**config.mk**
```make
export PLATFORM = sky130hd
export DESIGN_NAME = sched_event_recorder
export DESIGN_NICKNAME = d
export VERILOG_FILES = /design/src/rtl/sched_event_recorder.sv
export SDC_FILE = /design/constraint.sdc
export NUM_CORES = 1
export LEC_CHECK = 0
export ABC_AREA = 0
export CORE_UTILIZATION = 30
export DETAILED_ROUTE_END_ITERATION = 8
export SLEW_MARGIN = 10
export SYNTH_ARGS = -nofsm -noshare
export SYNTH_HDL_FRONTEND = slang
export SYNTH_SLANG_ARGS = --single-unit
export TNS_END_PERCENT = 1
```
**constraint.sdc**
```tcl
create_clock -name clk -period 3.8 [get_ports clk]
set_input_delay 0.38 -clock clk [delete_from_list [all_inputs] [get_ports clk]]
set_output_delay 0.38 -clock clk [all_outputs]
set_load 0.05 [all_outputs]
```
**src/rtl/sched_event_recorder.sv**
```systemverilog
// Timestamped recorder for warp-control, warp-spawn and active-mask events.
// Optional PC capture: define SCHED_REC_PC_EN to add result_pc / evt_pc.
module sched_event_recorder #(
    parameter int NUM_WARPS = 4,
    parameter int NW_WIDTH  = 2,
    parameter int PC_BITS   = 30,
    parameter int DEPTH     = 8,
    parameter int TS_BITS   = 16,
    parameter int CNT_BITS  = 8
) (
    input  logic                 clk,
    input  logic                 reset,
    input  logic                 warp_ctl_valid,
    input  logic                 wspawn_valid,
    input  logic [NW_WIDTH-1:0]  wid,
    input  logic [NUM_WARPS-1:0] active_warps,
    input  logic [NUM_WARPS-1:0] stalled_warps,
`ifdef SCHED_REC_PC_EN
    input  logic [PC_BITS-1:0]   result_pc,
    output logic [PC_BITS-1:0]   evt_pc,
`endif
    output logic                 evt_valid,
    input  logic                 evt_ready,
    output logic [2:0]           evt_type,
    output logic [NW_WIDTH-1:0]  evt_wid,
    output logic [NUM_WARPS-1:0] evt_active,
    output logic [NUM_WARPS-1:0] evt_stalled,
    output logic [TS_BITS-1:0]   evt_ts,
    output logic                 overflow,
    output logic [CNT_BITS-1:0]  drop_cnt
);

    localparam int AW = $clog2(DEPTH);

    typedef struct packed {
`ifdef SCHED_REC_PC_EN
        logic [PC_BITS-1:0]   pc;
`endif
        logic [TS_BITS-1:0]   ts;
        logic [NUM_WARPS-1:0] stalled;
        logic [NUM_WARPS-1:0] active;
        logic [NW_WIDTH-1:0]  wid;
        logic [2:0]           typ;
    } rec_t;

    rec_t mem_q [DEPTH];
    rec_t wr_rec;
    rec_t head;

    logic [AW:0]            wptr_q, wptr_d;
    logic [AW:0]            rptr_q, rptr_d;
    logic [TS_BITS-1:0]     ts_q, ts_d;
    logic [NUM_WARPS-1:0]   prev_q, prev_d;
    logic                   ovf_q, ovf_d;
    logic [CNT_BITS-1:0]    drop_q, drop_d;

    logic act_chg, evt, full, empty, push, pop, drop;

    assign act_chg = (active_warps != prev_q);
    assign evt     = warp_ctl_valid | wspawn_valid | act_chg;
    assign empty   = (wptr_q == rptr_q);
    assign full    = (wptr_q[AW] != rptr_q[AW])
                  && (wptr_q[AW-1:0] == rptr_q[AW-1:0]);
    assign pop     = !empty && evt_ready;
    // A pop in the same cycle frees the slot the new record needs.
    assign push    = evt && (!full || pop);
    assign drop    = evt && full && !pop;

    always_comb begin
        wr_rec         = '0;
        wr_rec.typ     = {act_chg, wspawn_valid, warp_ctl_valid};
        wr_rec.wid     = wid;
        wr_rec.active  = active_warps;
        wr_rec.stalled = stalled_warps;
        wr_rec.ts      = ts_q;
`ifdef SCHED_REC_PC_EN
        wr_rec.pc      = result_pc;
`endif
    end

    always_comb begin
        wptr_d = wptr_q;
        rptr_d = rptr_q;
        ovf_d  = ovf_q;
        drop_d = drop_q;
        ts_d   = ts_q + TS_BITS'(1);
        prev_d = active_warps;
        if (push) wptr_d = wptr_q + (AW+1)'(1);
        if (pop)  rptr_d = rptr_q + (AW+1)'(1);
        if (drop) begin
            ovf_d = 1'b1;
            if (drop_q != '1) drop_d = drop_q + CNT_BITS'(1);
        end
    end

    always_ff @(posedge clk or negedge reset) begin
        if (!reset) begin
            wptr_q <= '0;
            rptr_q <= '0;
            ts_q   <= '0;
            prev_q <= '0;
            ovf_q  <= 1'b0;
            drop_q <= '0;
        end else begin
            wptr_q <= wptr_d;
            rptr_q <= rptr_d;
            ts_q   <= ts_d;
            prev_q <= prev_d;
            ovf_q  <= ovf_d;
            drop_q <= drop_d;
        end
    end

    always_ff @(posedge clk) begin
        if (push) mem_q[wptr_q[AW-1:0]] <= wr_rec;
    end

    // Data outputs read as zero whenever nothing valid is at the head.
    assign head        = empty ? '0 : mem_q[rptr_q[AW-1:0]];
    assign evt_valid   = !empty;
    assign evt_type    = head.typ;
    assign evt_wid     = head.wid;
    assign evt_active  = head.active;
    assign evt_stalled = head.stalled;
    assign evt_ts      = head.ts;
`ifdef SCHED_REC_PC_EN
    assign evt_pc      = head.pc;
`endif
    assign overflow    = ovf_q;
    assign drop_cnt    = drop_q;

endmodule

```
After elaboration in Yosys (flattened, before gate mapping)
Memory sizes are Yosys's and may differ from the RTL's.
Cells that the tools add are included.
{"block": "op_classes", "reduce_logical": 10, "mux": 3, "n_bitwise": 2, "n_addsub": 4, "eq_ne": 5}
{"operator": "$mux W29", "n": 1}
{"operator": "$add A16 B1 Y16 const B", "n": 1}
{"operator": "$add A4 B1 Y4 const B", "n": 2}
{"operator": "$add A8 B1 Y8 const B", "n": 1}
{"operator": "$ne A8 B8 Y1 const B", "n": 1}
{"operator": "$logic_and A1 B1 Y1", "n": 5}
{"operator": "$eq A4 B4 Y1", "n": 1}
{"operator": "$ne A4 B4 Y1", "n": 1}
{"operator": "$eq A3 B3 Y1", "n": 1}
{"operator": "$logic_not A1 Y1", "n": 3}
{"operator": "$mux W1", "n": 2}
{"operator": "$or A1 B1 Y1", "n": 2}
{"operator": "$reduce_and A2 Y1", "n": 1}
{"operator": "$logic_or A1 B1 Y1", "n": 1}
{"operator": "$ne A1 B1 Y1", "n": 1}
{"block": "totals", "reg_bits": 37, "inputBits": 15, "ramBits": 232, "out_inout_bits": 39, "word_cells": 31, "mem_count": 1}
{"memory": "mem_q", "depth": 8, "word_bits": 29, "rd": 1, "rd_clocked_by_memory_dff": 0, "wr": 1, "line_no": "46", "text": "rec_t mem_q [DEPTH];"}

Depth between registers and ports, before layout
{"block": "logic_depth", "ltp_word": 7, "depth_mapped": 7, "mapped_depth_nobuf": 5}

Least setup slack after synthesis
No wires, ideal clock.
{"block": "synth_timing", "path_kind": "reg-to-reg", "start": "register rptr_q[1]", "end": "memory mem_q[2][0] (netlist name), enable pin", "required_time_ns": 3.343, "synth_period_minus_slack_ns": 3.944, "setup_ns": 0.457, "stages_incl_launch_ff": 8, "t_arrival_ns": 3.486, "setup_slack_ns": -0.144, "path_cell_list": "dfrtp_1 -> buf_2 -> xor2_1 -> nor3_4 -> o2bb2a_4 -> buf_4 -> nand2b_1 -> nor3b_1"}
{"block": "synth_via", "elab_chain_cells": 7}
{"element": "start: declaration", "line_no": "51", "text": "logic [AW:0] rptr_q, rptr_d;"}
{"element": "start signal: assignment", "line_no": "106", "text": "rptr_q <= rptr_d;"}
{"element": "$eq A4 B4 Y1 or $eq A3 B3 Y1 (tied branches)", "line_no": "61, 63"}
{"element": "$logic_not A1 Y1 or $logic_and A1 B1 Y1 (tied branches)", "line_no": "64, 63"}
{"element": "$logic_and A1 B1 Y1 or $logic_not A1 Y1 (tied branches)", "line_no": "64, 66"}
{"element": "$logic_or A1 B1 Y1 *", "line_no": "66", "text": "assign push = evt && (!full || pop);"}
{"element": "$logic_and A1 B1 Y1 *", "line_no": "66"}
{"element": "$mux W1 *", "line_no": "115", "text": "if (push) mem_q[wptr_q[AW-1:0]] <= wr_rec;"}
{"element": "$mux W1 (implied by the code) *", "line_no": "115"}
{"element": "end: declaration", "line_no": "46"}
Mark *: on every way between the ends. The rest lies on a longest branch, timed or not.

Final worst setup path
{"block": "layout_timing", "start": "register wptr_q[0]", "end": "output evt_valid"}
{"block": "layout_via", "elab_chain_cells": 2}
{"element": "start: declaration", "line_no": "50", "text": "logic [AW:0] wptr_q, wptr_d;"}
{"element": "start signal: assignment", "line_no": "105", "text": "wptr_q <= wptr_d;"}
{"element": "$eq A4 B4 Y1", "line_no": "61", "text": "assign empty = (wptr_q == rptr_q);"}
{"element": "$logic_not A1 Y1", "line_no": "120", "text": "assign evt_valid = !empty;"}
{"element": "end: declaration", "line_no": "22", "text": "output logic evt_valid,"}
No other way between the ends.

==> impl_metrics.py <==
metrics = {
    "die": {
        "fp.dieArea_um2": 35800,
        "die_h_um": 189,
        "io_pins": 54,
        "start_util": 0.305,
        "die_x_um": 189,
        "fp.coreArea_um2": 34500,
        "num_rows": 68,
    },
    "logic_synthesis": {
        "synth_compound_area_frac": 0.00393,
        "synth_top_area_cell": "edfxtp_1",
        "synth-seq-cells": 269,
        "yosysMostFrequentCell": "edfxtp_1",
        "synth_adder_area_share": 0.00476,
        "syn_avg_cell_area_um2": 20.5,
        "yosysWarnings": 0,
        "yosys-top-cells-area": "edfxtp_1, mux4_2, dfrtp_1, mux2i_1, xnor2_1",
        "synth_nets": 533,
        "synth_cell_types": 32,
        "async_flop_share": 0.138,
        "synth_edf_count": 232,
        "ys_seq_area_frac": 0.750,
        "synth_xor_area_frac": 0.0289,
        "ys.flop_type": "edfxtp_1",
        "synth_common_cells": "edfxtp_1, mux4_2, dfrtp_1, nor2_1, mux2i_1",
        "synth_top_family_by_area": "multiplexers",
        "synth_top_area_share": 0.662,
        "yosys.area_share.simple": 0.0426,
        "synth_area_um2": 10500,
        "muxShareOfSynthArea": 0.157,
        "netlist_instances": 514,
    },
    "critical_path": {
        "worstPathRequired_ps": 3420,
        "start_kind": "register",
        "crit_arrival_ps": 3190,
        "cp_top_family": "buffers and inverters",
        "cpMaxStageDelayCell": "clkdlybuf4s50_1",
        "startpoint": "wptr_q[0]",
        "path_class": "reg2out",
        "critPathBufInv": 3,
        "critical-path-max-stage-delay_ps": 710,
        "crit_fanout": 20,
        "worstReg2RegStart": "wptr_q[0]",
        "crit_path_end_kind": "primary output",
        "critical_path.cell_chain": "xor2_2, nor4b_4, buf_12, inv_1, clkdlybuf4s50_1",
    },
    "power": {
        "ir_worst_vdd_mv": 0.610,
        "cellPowerDensity_nw_per_um2": 925,
        "leakagePower_nw": 4.32,
    },
    "detailed_routing": {
        "initialDrtViolationCount": 383,
        "drt_pass1_iterations": 4,
        "ant_nets": 0,
        "wl_per_cell_um": 19.8,
        "drc_errors": 0,
        "vias": 4917,
        "avgViaCountPerCell": 4.58,
        "routed_wl_mm": 21.2,
    },
    "place": {
        "dp.cells": 1020,
        "hpwl_mm": 12.5,
        "place_congestion": 0.732,
        "portBuffers": 53,
        "placed_area_um2": 11700,
    },
    "final_layout": {
        "fin_nets": 615,
        "drive_gt1_frac": 0.239,
        "layout.cells.non_filler": 1074,
        "syn2layout_area_growth_pct": 20.3,
        "fin_area_um2": 12600,
        "diodes": 0,
    },
    "sta": {
        "tightest_slew_ps": 975,
        "max_slew_margin": 0.346,
        "finClkSkew_ps": 23.1,
        "hold_viol": 0,
        "slew_viol_final": 0,
        "setup_viol": 0,
        "rsz0062_at_grt": "no",
        "fin_crit_ps": 3570,
        "max_freq_mhz": 280,
        "fin_crit_sh": 0.940,
        "hold_slack_ps": 6.57,
    },
    "clock_tree": {
        "clk_latency_ps": 540,
        "cts_root_buf": "clkbuf_16",
        "clkTransAtPathRegs_ps": 60,
        "cts_made_buffers": 29,
        "post_cts_resize_count": 0,
        "cts_tree": "yes",
        "hold_buffers": 0,
        "post_cts_buffers": 0,
        "htree_levels": 1,
        "cts_sinks": 269,
        "clk_path_buf_depth": 3,
    },
    "global_route": {
        "antenna_found_initial": 0,
        "grt_pass1_vias": 5394,
        "grt_pass1_wl_mm": 33.0,
        "grt_usage": 0.122,
        "grt_start_max_net_pins": 62,
        "grt-ovfl-total": 0,
    },
    "run_status": {
        "status": "finished, final reports clean",
    },
    "worst_hold_path": {
        "hold_path_class": "in2async",
    },
    "flow_run": {
        "maxCapViolCount": 0,
    },
}
cell families after synthesis:
| family | count (synthesis) |
|---|---|
| multiplexers | 92 |
| adder cells (fa/ha/maj) | 4 |
| AO/OA/AOI/OAI | 2 |
| XOR/XNOR | 33 |
| flip-flops | 269 |
| AND/OR/NAND/NOR | 87 |
| buffers and inverters | 27 |
final timing paths:
path                       cells past startpoint  slack [ps]      endpoint
min in group clk                               1         470      overflow
max                                            5         230     evt_valid
max reg2reg                                    6         730  mem_q[4][21]
min reg2reg                                    1         470      overflow
max in group asynchronous                      1        3100     rptr_q[0]
min                                            1           7      overflow
layout make-up:
class	count	area, um2
clock buffers	44	842
clock inverters	10	87.6
fillers	3193	21900
inverters	3	11.3
multi-input cells	218	2540
flip-flops and latches	269	7900
well taps	455	569
repair buffers	75	703
report_power, final:
part | leakage (nW) | switching [mW] | internal [mW]
Combinational | 1.25 | 3.03 | 1.75
Clock | 0.456 | 1.10 | 1.60
Sequential | 2.62 | 0.234 | 3.99
registers in the layout, summed over array words and instances (netlist names):
| register | flops |
|---|---|
| ts_q | 16 |
| drop_cnt | 8 |
| rptr_q | 4 |
| mem_q | 232 |
| prev_q | 4 |
| overflow | 1 |
| wptr_q | 4 |
layer usage:
metal  global-route usage  up-vias  wire length, um  part of all wire
met2                0.215       99            10800              0.51
met5                    0        -                0                 0
li1                     -     2210                -                 -
met4               0.0261        0              343             0.016
met3               0.0224       32              881             0.042
met1                0.156     2576             9200              0.43
placed cells by master, fill, tap and decap left out, types with 2 or more instances in the layout:
master,netlist,layout
edfxtp_1,232,232
mux4_2,58,58
clkdlybuf4s50_1,0,52
nor2_1,37,36
dfrtp_1,37,34
mux2i_1,29,29
clkbuf_16,0,29
buf_4,2,21
xnor2_1,18,18
xor2_1,13,13
nand3_1,11,11
nand2_1,11,11
clkbuf_1,9,9
clkbuf_8,0,6
nand2b_1,5,5
nand4_1,4,4
nor3b_2,0,4
nor3_1,6,4
ha_1,4,4
clkinv_2,0,4
inv_1,3,3
mux2_2,3,3
inv_6,0,3
xor2_2,2,2
nor3_2,0,2
mux2_1,2,2
nor4_2,2,2
dfrtp_2,0,2
stage by stage:
stage / power, mW / TNS (ps) / worst slack [ps] / util
after CTS: 11.9 / 0 / 146 / 0.366
final: 11.7 / 0 / 227 / 0.366
after floorplan: 7.54 / -14760 / -144 / -
after global routing: 12.3 / 0 / 73.6 / 0.366
after global placement: 9.10 / 0 / 628 / 0.339
after detailed placement: 9.17 / 0 / 580 / 0.339
Note: power is estimated with default switching activity, not from simulation.
